[src/rtl/data_mem_reader.sv]
// data_mem_reader: reads a block of consecutive words from a synchronous-read
// data memory port and streams them out over valid/ready with a word index,
// keeping a running checksum of every word the sink accepts.
module data_mem_reader #(
  parameter int unsigned ADDR_W = 10,
  parameter int unsigned DATA_W = 32,
  // Must be at least ADDR_W+1 so that a full-memory block count fits.
  parameter int unsigned CNT_W  = 11
) (
  input  logic              clk,
  input  logic              rst_n,
  input  logic              i_start,
  input  logic [ADDR_W-1:0] i_base_addr,
  input  logic [CNT_W-1:0]  i_word_count,
  output logic              o_busy,
  output logic              o_done,
  output logic              o_mem_re,
  output logic [ADDR_W-1:0] o_mem_addr,
  input  logic [DATA_W-1:0] i_mem_rdata,
  output logic              o_out_valid,
  input  logic              i_out_ready,
  output logic [DATA_W-1:0] o_out_data,
  output logic [CNT_W-1:0]  o_out_index,
  output logic [DATA_W-1:0] o_checksum
);

  typedef enum logic [2:0] {
    StIdle,
    StRead,
    StCapt,
    StSend,
    StDone
  } state_e;

  state_e              r_state;
  logic [ADDR_W-1:0]   r_addr;
  logic [CNT_W-1:0]    r_remaining;
  logic                r_busy;
  logic                r_done;
  logic                r_mem_re;
  logic [ADDR_W-1:0]   r_mem_addr;
  logic                r_out_valid;
  logic [DATA_W-1:0]   r_out_data;
  logic [CNT_W-1:0]    r_out_index;
  logic [DATA_W-1:0]   r_checksum;

  logic                w_handshake;
  logic                w_last;
  logic [ADDR_W-1:0]   w_addr_next;
  logic [DATA_W-1:0]   w_sum;

  // Handshake decode and datapath arithmetic; all sums wrap naturally.
  always_comb begin
    w_handshake = r_out_valid & i_out_ready;
    w_last      = (r_remaining == CNT_W'(1));
    w_addr_next = r_addr + ADDR_W'(1);
    w_sum       = r_checksum + r_out_data;
  end

  // Control FSM with all outputs registered.
  always_ff @(posedge clk or negedge rst_n) begin
    if (!rst_n) begin
      r_state     <= StIdle;
      r_addr      <= '0;
      r_remaining <= '0;
      r_busy      <= 1'b0;
      r_done      <= 1'b0;
      r_mem_re    <= 1'b0;
      r_mem_addr  <= '0;
      r_out_valid <= 1'b0;
      r_out_data  <= '0;
      r_out_index <= '0;
      r_checksum  <= '0;
    end else begin
      unique case (r_state)
        StIdle: begin
          if (i_start) begin
            r_checksum <= '0;
            if (i_word_count != '0) begin
              r_addr      <= i_base_addr;
              r_remaining <= i_word_count;
              r_out_index <= '0;
              r_mem_addr  <= i_base_addr;
              r_mem_re    <= 1'b1;
              r_busy      <= 1'b1;
              r_state     <= StRead;
            end else begin
              // Empty block: report completion without touching memory.
              r_done  <= 1'b1;
              r_state <= StDone;
            end
          end
        end
        StRead: begin
          // Memory samples the address at this edge; data arrives next cycle.
          r_mem_re <= 1'b0;
          r_state  <= StCapt;
        end
        StCapt: begin
          r_out_data  <= i_mem_rdata;
          r_out_valid <= 1'b1;
          r_state     <= StSend;
        end
        StSend: begin
          // Without a handshake everything holds, including the memory port.
          if (w_handshake) begin
            r_out_valid <= 1'b0;
            r_checksum  <= w_sum;
            r_remaining <= r_remaining - CNT_W'(1);
            if (w_last) begin
              r_busy  <= 1'b0;
              r_done  <= 1'b1;
              r_state <= StDone;
            end else begin
              r_addr      <= w_addr_next;
              r_mem_addr  <= w_addr_next;
              r_mem_re    <= 1'b1;
              r_out_index <= r_out_index + CNT_W'(1);
              r_state     <= StRead;
            end
          end
        end
        StDone: begin
          r_done  <= 1'b0;
          r_state <= StIdle;
        end
        default: begin
          r_state <= StIdle;
        end
      endcase
    end
  end

  // Drive ports straight from the state registers.
  always_comb begin
    o_busy      = r_busy;
    o_done      = r_done;
    o_mem_re    = r_mem_re;
    o_mem_addr  = r_mem_addr;
    o_out_valid = r_out_valid;
    o_out_data  = r_out_data;
    o_out_index = r_out_index;
    o_checksum  = r_checksum;
  end

endmodule

[config.mk]
export PLATFORM = sky130hd
export DESIGN_NAME = data_mem_reader
export DESIGN_NICKNAME = d
export VERILOG_FILES = /design/src/rtl/data_mem_reader.sv
export SDC_FILE = /design/constraint.sdc
export NUM_CORES = 1
export LEC_CHECK = 0
export BUFFER_PORTS_ARGS = -buffer_cell sky130_fd_sc_hd__buf_2
export CAP_MARGIN = 10
export CORE_AREA = 2 2 115 117
export DETAILED_ROUTE_END_ITERATION = 8
export DIE_AREA = 0 0 117 119
export PLACE_DENSITY_LB_ADDON = 0.1
export SYNTH_ARGS = -nofsm -noshare
export SYNTH_HDL_FRONTEND = slang
export SYNTH_SLANG_ARGS = --single-unit
[constraint.sdc]
create_clock -name clk -period 6.3 [get_ports clk]
set_input_delay 0.315 -clock clk [delete_from_list [all_inputs] [get_ports clk]]
set_output_delay 0.315 -clock clk [all_outputs]
set_load 0.05 [all_outputs]
==> results of run 1 <==
layout by cell type (no fill, tap or decap), types with 4 or more instances in the layout:
| cell | count |
|---|---|
| and3_1 | 13 |
| o21a_1 | 4 |
| o2111ai_1 | 4 |
| clkbuf_16 | 9 |
| a211oi_1 | 7 |
| o21ai_1 | 5 |
| xor2_1 | 20 |
| o21bai_1 | 4 |
| dfrtp_1 | 103 |
| a21oi_1 | 60 |
| nand2_1 | 74 |
| nand3_1 | 18 |
| inv_1 | 19 |
| nor3_1 | 17 |
| nand2b_1 | 4 |
| buf_4 | 7 |
| o22ai_1 | 7 |
| xnor2_1 | 10 |
| o31ai_1 | 4 |
| o21ai_0 | 62 |
| a21o_1 | 17 |
| a22oi_1 | 4 |
| a31oi_1 | 7 |
| nor2_1 | 47 |
| or3_1 | 6 |
| ha_1 | 35 |
| buf_2 | 144 |
| nand4_1 | 10 |
| o211ai_1 | 6 |
| mux2_2 | 31 |
how the worst min path moves through the flow:
| stage | to | slack (ps) |
|---|---|---|
| finish | o_out_data[20] | -10 |
| global route | o_out_data[20] | 70 |
| CTS | o_out_data[20] | 30 |
| detailed placement | o_out_data[19] | 420 |
| global placement | o_checksum[19] | 410 |
| floorplan | o_busy | 20 |
metal layers:
metal	share of wire [%]	global-route usage (%)	up-vias
li1	-	-	2741
met1	46	31.5	2672
met2	47	35.8	154
met3	5.4	3.87	15
met4	1.7	8.38	0
met5	0	0	-
cells in the mapped netlist (2+ instances only):
cell type and count:
o211ai_1 6, a21oi_1 60, and3_1 13, nand2b_1 4, o21bai_1 4, o31ai_1 4, clkbuf_1 24, nand3_1 18
o21ai_1 5, o211ai_2 2, a22o_1 2, nand4_1 10, o21a_1 4, mux2_2 31, nand2_1 74, a21o_1 17
o21ai_0 62, a211oi_1 7, nor3_1 17, nor4_1 3, dfrtp_1 103, a211o_1 2, nor2_1 47, nor2b_1 3
a21boi_0 3, xnor2_1 10, ha_1 35, a31oi_1 7, inv_1 19, or2_2 3, a22oi_1 4, and4_1 3
or3_1 6, or4_1 2, a21boi_1 2, xor2_1 20, and2_1 2, o22ai_1 7, o2111ai_1 4
where the power goes:
group	switching (mW)	total [mW]	internal, mW
Clock	0.258	0.579	0.321
Sequential	0.261	1.19	0.932
Combinational	1.84	2.71	0.864
flip-flops by register name (all words and copies together) (netlist names):
| name | cells |
|---|---|
| o_mem_addr | 10 |
| r_state | 3 |
| o_out_data | 32 |
| o_mem_re | 1 |
| o_checksum | 32 |
| o_busy | 1 |
| o_out_index | 11 |
| r_remaining | 11 |
| o_done | 1 |
| o_out_valid | 1 |
cell families (layout without fill, tap and decap cells):
logic type	after synthesis	in the layout	share of synthesized area [%]
flops	103	103	41.7
fa+ha+maj	36	36	7.42
buf+inv	45	186	2.86
mux	32	32	5.82
xor+xnor	30	30	4.26
simple gates	209	209	15.8
compound gates	217	217	22.1
critical path: stages (launching register included):
cell	delay, ps
dfrtp_1	470
or3b_1	420
a21o_1	600
nor2_1	610
o21ai_0	500
o21ai_0	290
o21ai_0	100
layout make-up:
class / count / area [um2]
Clock buffer: 10 / 239
Clock inverter: 6 / 68.8
Fill cell: 1153 / 5500
Inverter: 19 / 71.3
Multi-Input combinational cell: 524 / 3420
Sequential cell: 103 / 2580
Tap cell: 176 / 220
Timing Repair Buffer: 151 / 773
stage by stage:
step	area (um2)	cells	hold slack (ps)
6_report	7370	989	-14.9
4_1_cts	7370	989	34.1
5_1_grt	7370	989	66.0
3_5_place_dp	7060	973	419
2_1_floorplan	6170	672	19.4
3_3_place_gp	7060	973	406
==> metrics.txt, run 1 <==
Clock transition at path regs=70 ps; Worst setup SP type=flip-flop; global route overflow=0; root buf cell=clkbuf_16; core footprint=12900 um2; post-route core utilization=57.2%; Worst Tran Pin Value=1140 ps; Area contributors post-synth=dfrtp_1, ha_1, mux2_2, o21ai_0, a21oi_1; EDFF count, synth=0; fmax=317 MHz; Sink Count=103; post-synth top area cell=dfrtp_1; sequential fraction of the synthesis area=41.7%; Synth top area share=41.7%; FF-to-FF End=o_mem_addr[8]; Avg Vias per Cell=5.64; DIE AREA=13900 um2; failing checks=negative hold slack; total power=4.48 mW; WL/cell=15.7 um; final setup TNS=0 ps; Slew headroom=24.1%; worst skew pair latency=360 ps; total routed wirelength=15600 um; Mapped Cells=672; H-tree levels=3; number of global-route vias before repair=5183; post-synthesis cell type count=62; Synth Warn #=0; layout cells sized above 1=25.7%; hold slack=-14.9 ps; Starting Density=48.0%; Final Critical Period=3150 ps; Detail Route Antenna Nets=0; buffer count from post-CTS setup fixing=0; Mean Syn Cell Area=9.19 um2; P&R area growth vs syn=19.4%; CTS tree=done; Inserted Clock Buffers=9; Critical Path AT=3350 ps; Chip Width=117 um; DRT iter0 DRCs=264; post-synthesis net count=765; Max clock buf depth=2; IO buf count=145; worst hold path class=input port to async pin; PostCTS Resize Cnt=0; area of the mapped netlist=6170 um2; reg2reg start=r_state[0]; DP HPWL=11600 um; Crit Path Category=flip-flop to flip-flop; Final Hold Fails=13; worst setup path end=o_mem_addr[8]; status=finished with violations; crit share post-route=50.0%; RSZ-0062 raised after global routing=no; DR pass1 iterations=5; IO Pins=146; Die H=119 um; worst vdd ir=0.000226 V; first-pass GRT wire length=25200 um; nets=901; drt drc=0; Crit. Startpoint=r_state[0]; total track usage=22.8%; CP Data Required Time=6500 ps; most used flip-flop cell after synthesis=dfrtp_1; Post-synth ARST share=100%; r2r worst-path depth=6; gpl congestion=0.917; crit path max fanout=31; Max Cap Violations=0; crit end category=flip-flop; Pins Over Slew Limit=0; register bit count reported by yosys=103; largest net degree at the start of global routing=53; reg2reg setup slack=3150 ps; diode count=0; Rows=42; clk_skew=8.51 ps; Hold Buf Count CTS=0; post-place setup slack=3160 ps; post-route setup slack=3150 ps; endpoints failing setup=0; antenna violations before repair=0; DR vias=5582; Power Dens Cells=608 nW/um2; leakage power=3.64 nW
No activity file was read; power rests on OpenSTA's default activity.
==> run 2, diff against run 1 <==
Clock period 6.3 ns to 3.2 ns, I/O delays scaled along.
==> run 2 against run 1 <==
The run now ends clean; final cell count increased by 0.91%; critical path depth increased by 3; design area increased by 0.48%; critical path type unchanged; critical endpoint is now o_checksum[31]; largest cell class unchanged; largest power group unchanged; highest routed layer unchanged.
==> metrics.txt, run 2 (synthesized netlist as in run 1, its figures left out) <==
DIE AREA=13900 um2; IO Pins=146; Seq pwr share=26.8%; P&R area growth vs syn=19.9%; Max clock buf depth=2; Starting Density=48.0%; buffer count from post-CTS setup fixing=0; Critical Path AT=3070 ps; Combinational Power Share=61.5%; drt drc=0; Clk pwr share=11.7%; Chip Width=117 um; clk_skew=7.78 ps; Fillers=1166; IO buf count=145; RSZ-0062 raised after global routing=no; worst setup path end=o_checksum[31]; root buf cell=clkbuf_16; WL/cell=15.9 um; Pins Over Slew Limit=0; endpoints failing setup=0; DP HPWL=11700 um; Final Critical Period=2830 ps; H-tree levels=3; DRT iter0 DRCs=362; final setup TNS=0 ps; Slew headroom=52.5%; Worst Tran Pin Value=710 ps; nets=909; total routed wirelength=15900 um; number of global-route vias before repair=5355; commonest non-fill, non-tap cells in the layout=buf_2, dfrtp_1, nand2_1, o21ai_0, a21oi_1; DR pass1 iterations=4; antenna violations before repair=1; worst skew pair latency=350 ps; Max Cap Violations=0; DR vias=5667; Switch Pwr=4.62 mW; total track usage=23.1%; Die H=119 um; Rows=42; Final Hold Fails=0; crit end category=flip-flop; r2r worst-path depth=9; most common cell after layout, fill and taps aside=buf_2; status=finished clean; FF-to-FF End=o_checksum[31]; reg2reg start=o_out_data[1]; core footprint=12900 um2; crit share post-route=88.5%; layout cells sized above 1=26.3%; global route overflow=0; Sink Count=103; Crit Path Category=flip-flop to flip-flop; gpl congestion=0.911; Crit. Startpoint=o_out_data[1]; total power=8.69 mW; Worst setup SP type=flip-flop; CP Data Required Time=3440 ps; leakage power=3.67 nW; Int Pwr=4.07 mW; worst hold path class=input port to flip-flop; Sw Ratio=53.2%; fmax=353 MHz; Avg Vias per Cell=5.68; Detail Route Antenna Nets=0; Clock transition at path regs=70 ps; CTS tree=done; first-pass GRT wire length=25800 um; reg2reg setup slack=370 ps; Inserted Clock Buffers=9; worst vdd ir=0.000467 V; largest net degree at the start of global routing=54; Power Dens Cells=1170 nW/um2; crit path max fanout=6
run 2: repair_timing:
action                    in CTS  in global routing
hold endpoints to repair      50                  0
hold buffers                   1                  0
gates resized for setup        0                  0
run 2: critical path, stage by stage (launching register included):
cell and delay (ps):
dfrtp_1 400, ha_1 320, a211oi_1 360, o211ai_2 140, a21oi_1 220, or4_1 160
and3_1 380, o21ai_0 170, or3_1 320, a32o_1 250
run 2: per-layer routing:
metal / vias up / part of all wire, % / global-route usage [%]
met5: - / 0 / 0
met4: 0 / 2.3 / 8.60
met3: 22 / 4.9 / 4.12
met2: 146 / 46 / 35.2
met1: 2757 / 47 / 32.8
li1: 2742 / - / -
run 2: per-stage QoR:
stage / utilization (%) / cells / hold WS (ps) / setup slack [ps] / cell area [um2]
2_1_floorplan: - / 672 / -136 / 367 / 6170
3_3_place_gp: 55.4 / 980 / 251 / 444 / 7130
3_5_place_dp: 55.4 / 980 / 257 / 396 / 7130
4_1_cts: 57.5 / 997 / 22.6 / 361 / 7400
5_1_grt: 57.5 / 997 / 29.9 / 107 / 7400
6_report: 57.5 / 998 / 34.0 / 367 / 7410
run 2: layout make-up:
cell class	count	area (um2)	share of cell area (%)
antenna	1	2.50	0.0338
clock buffer	9	225	3.04
clock inverter	7	40.0	0.541
inverter	19	71.3	0.963
multi-input combinational	524	3420	46.2
sequential	103	2580	34.8
tap	176	220	2.97
timing repair buffer	159	848	11.5
run 2: power by group through the flow:
stage | clock network [mW] | logic, mW | registers, mW
6_report | 1.02 | 5.35 | 2.33
4_1_cts | 1.05 | 5.36 | 2.33
3_5_place_dp | 0 | 5.33 | 2.36
5_1_grt | 1.10 | 5.82 | 2.42
3_3_place_gp | 0 | 5.30 | 2.31
2_1_floorplan | 0 | 2.54 | 3.92
run 2: how the worst min path moves through the flow:
stage	endpoint	start	depth (start not counted)
final	o_out_data[11]	i_mem_rdata[11]	2
after detailed placement	o_out_data[19]	rst_n	1
after CTS	o_out_data[11]	i_mem_rdata[11]	2
after floorplan	o_busy	rst_n	0
after global routing	o_out_data[11]	i_mem_rdata[11]	2
after global placement	o_checksum[19]	rst_n	1
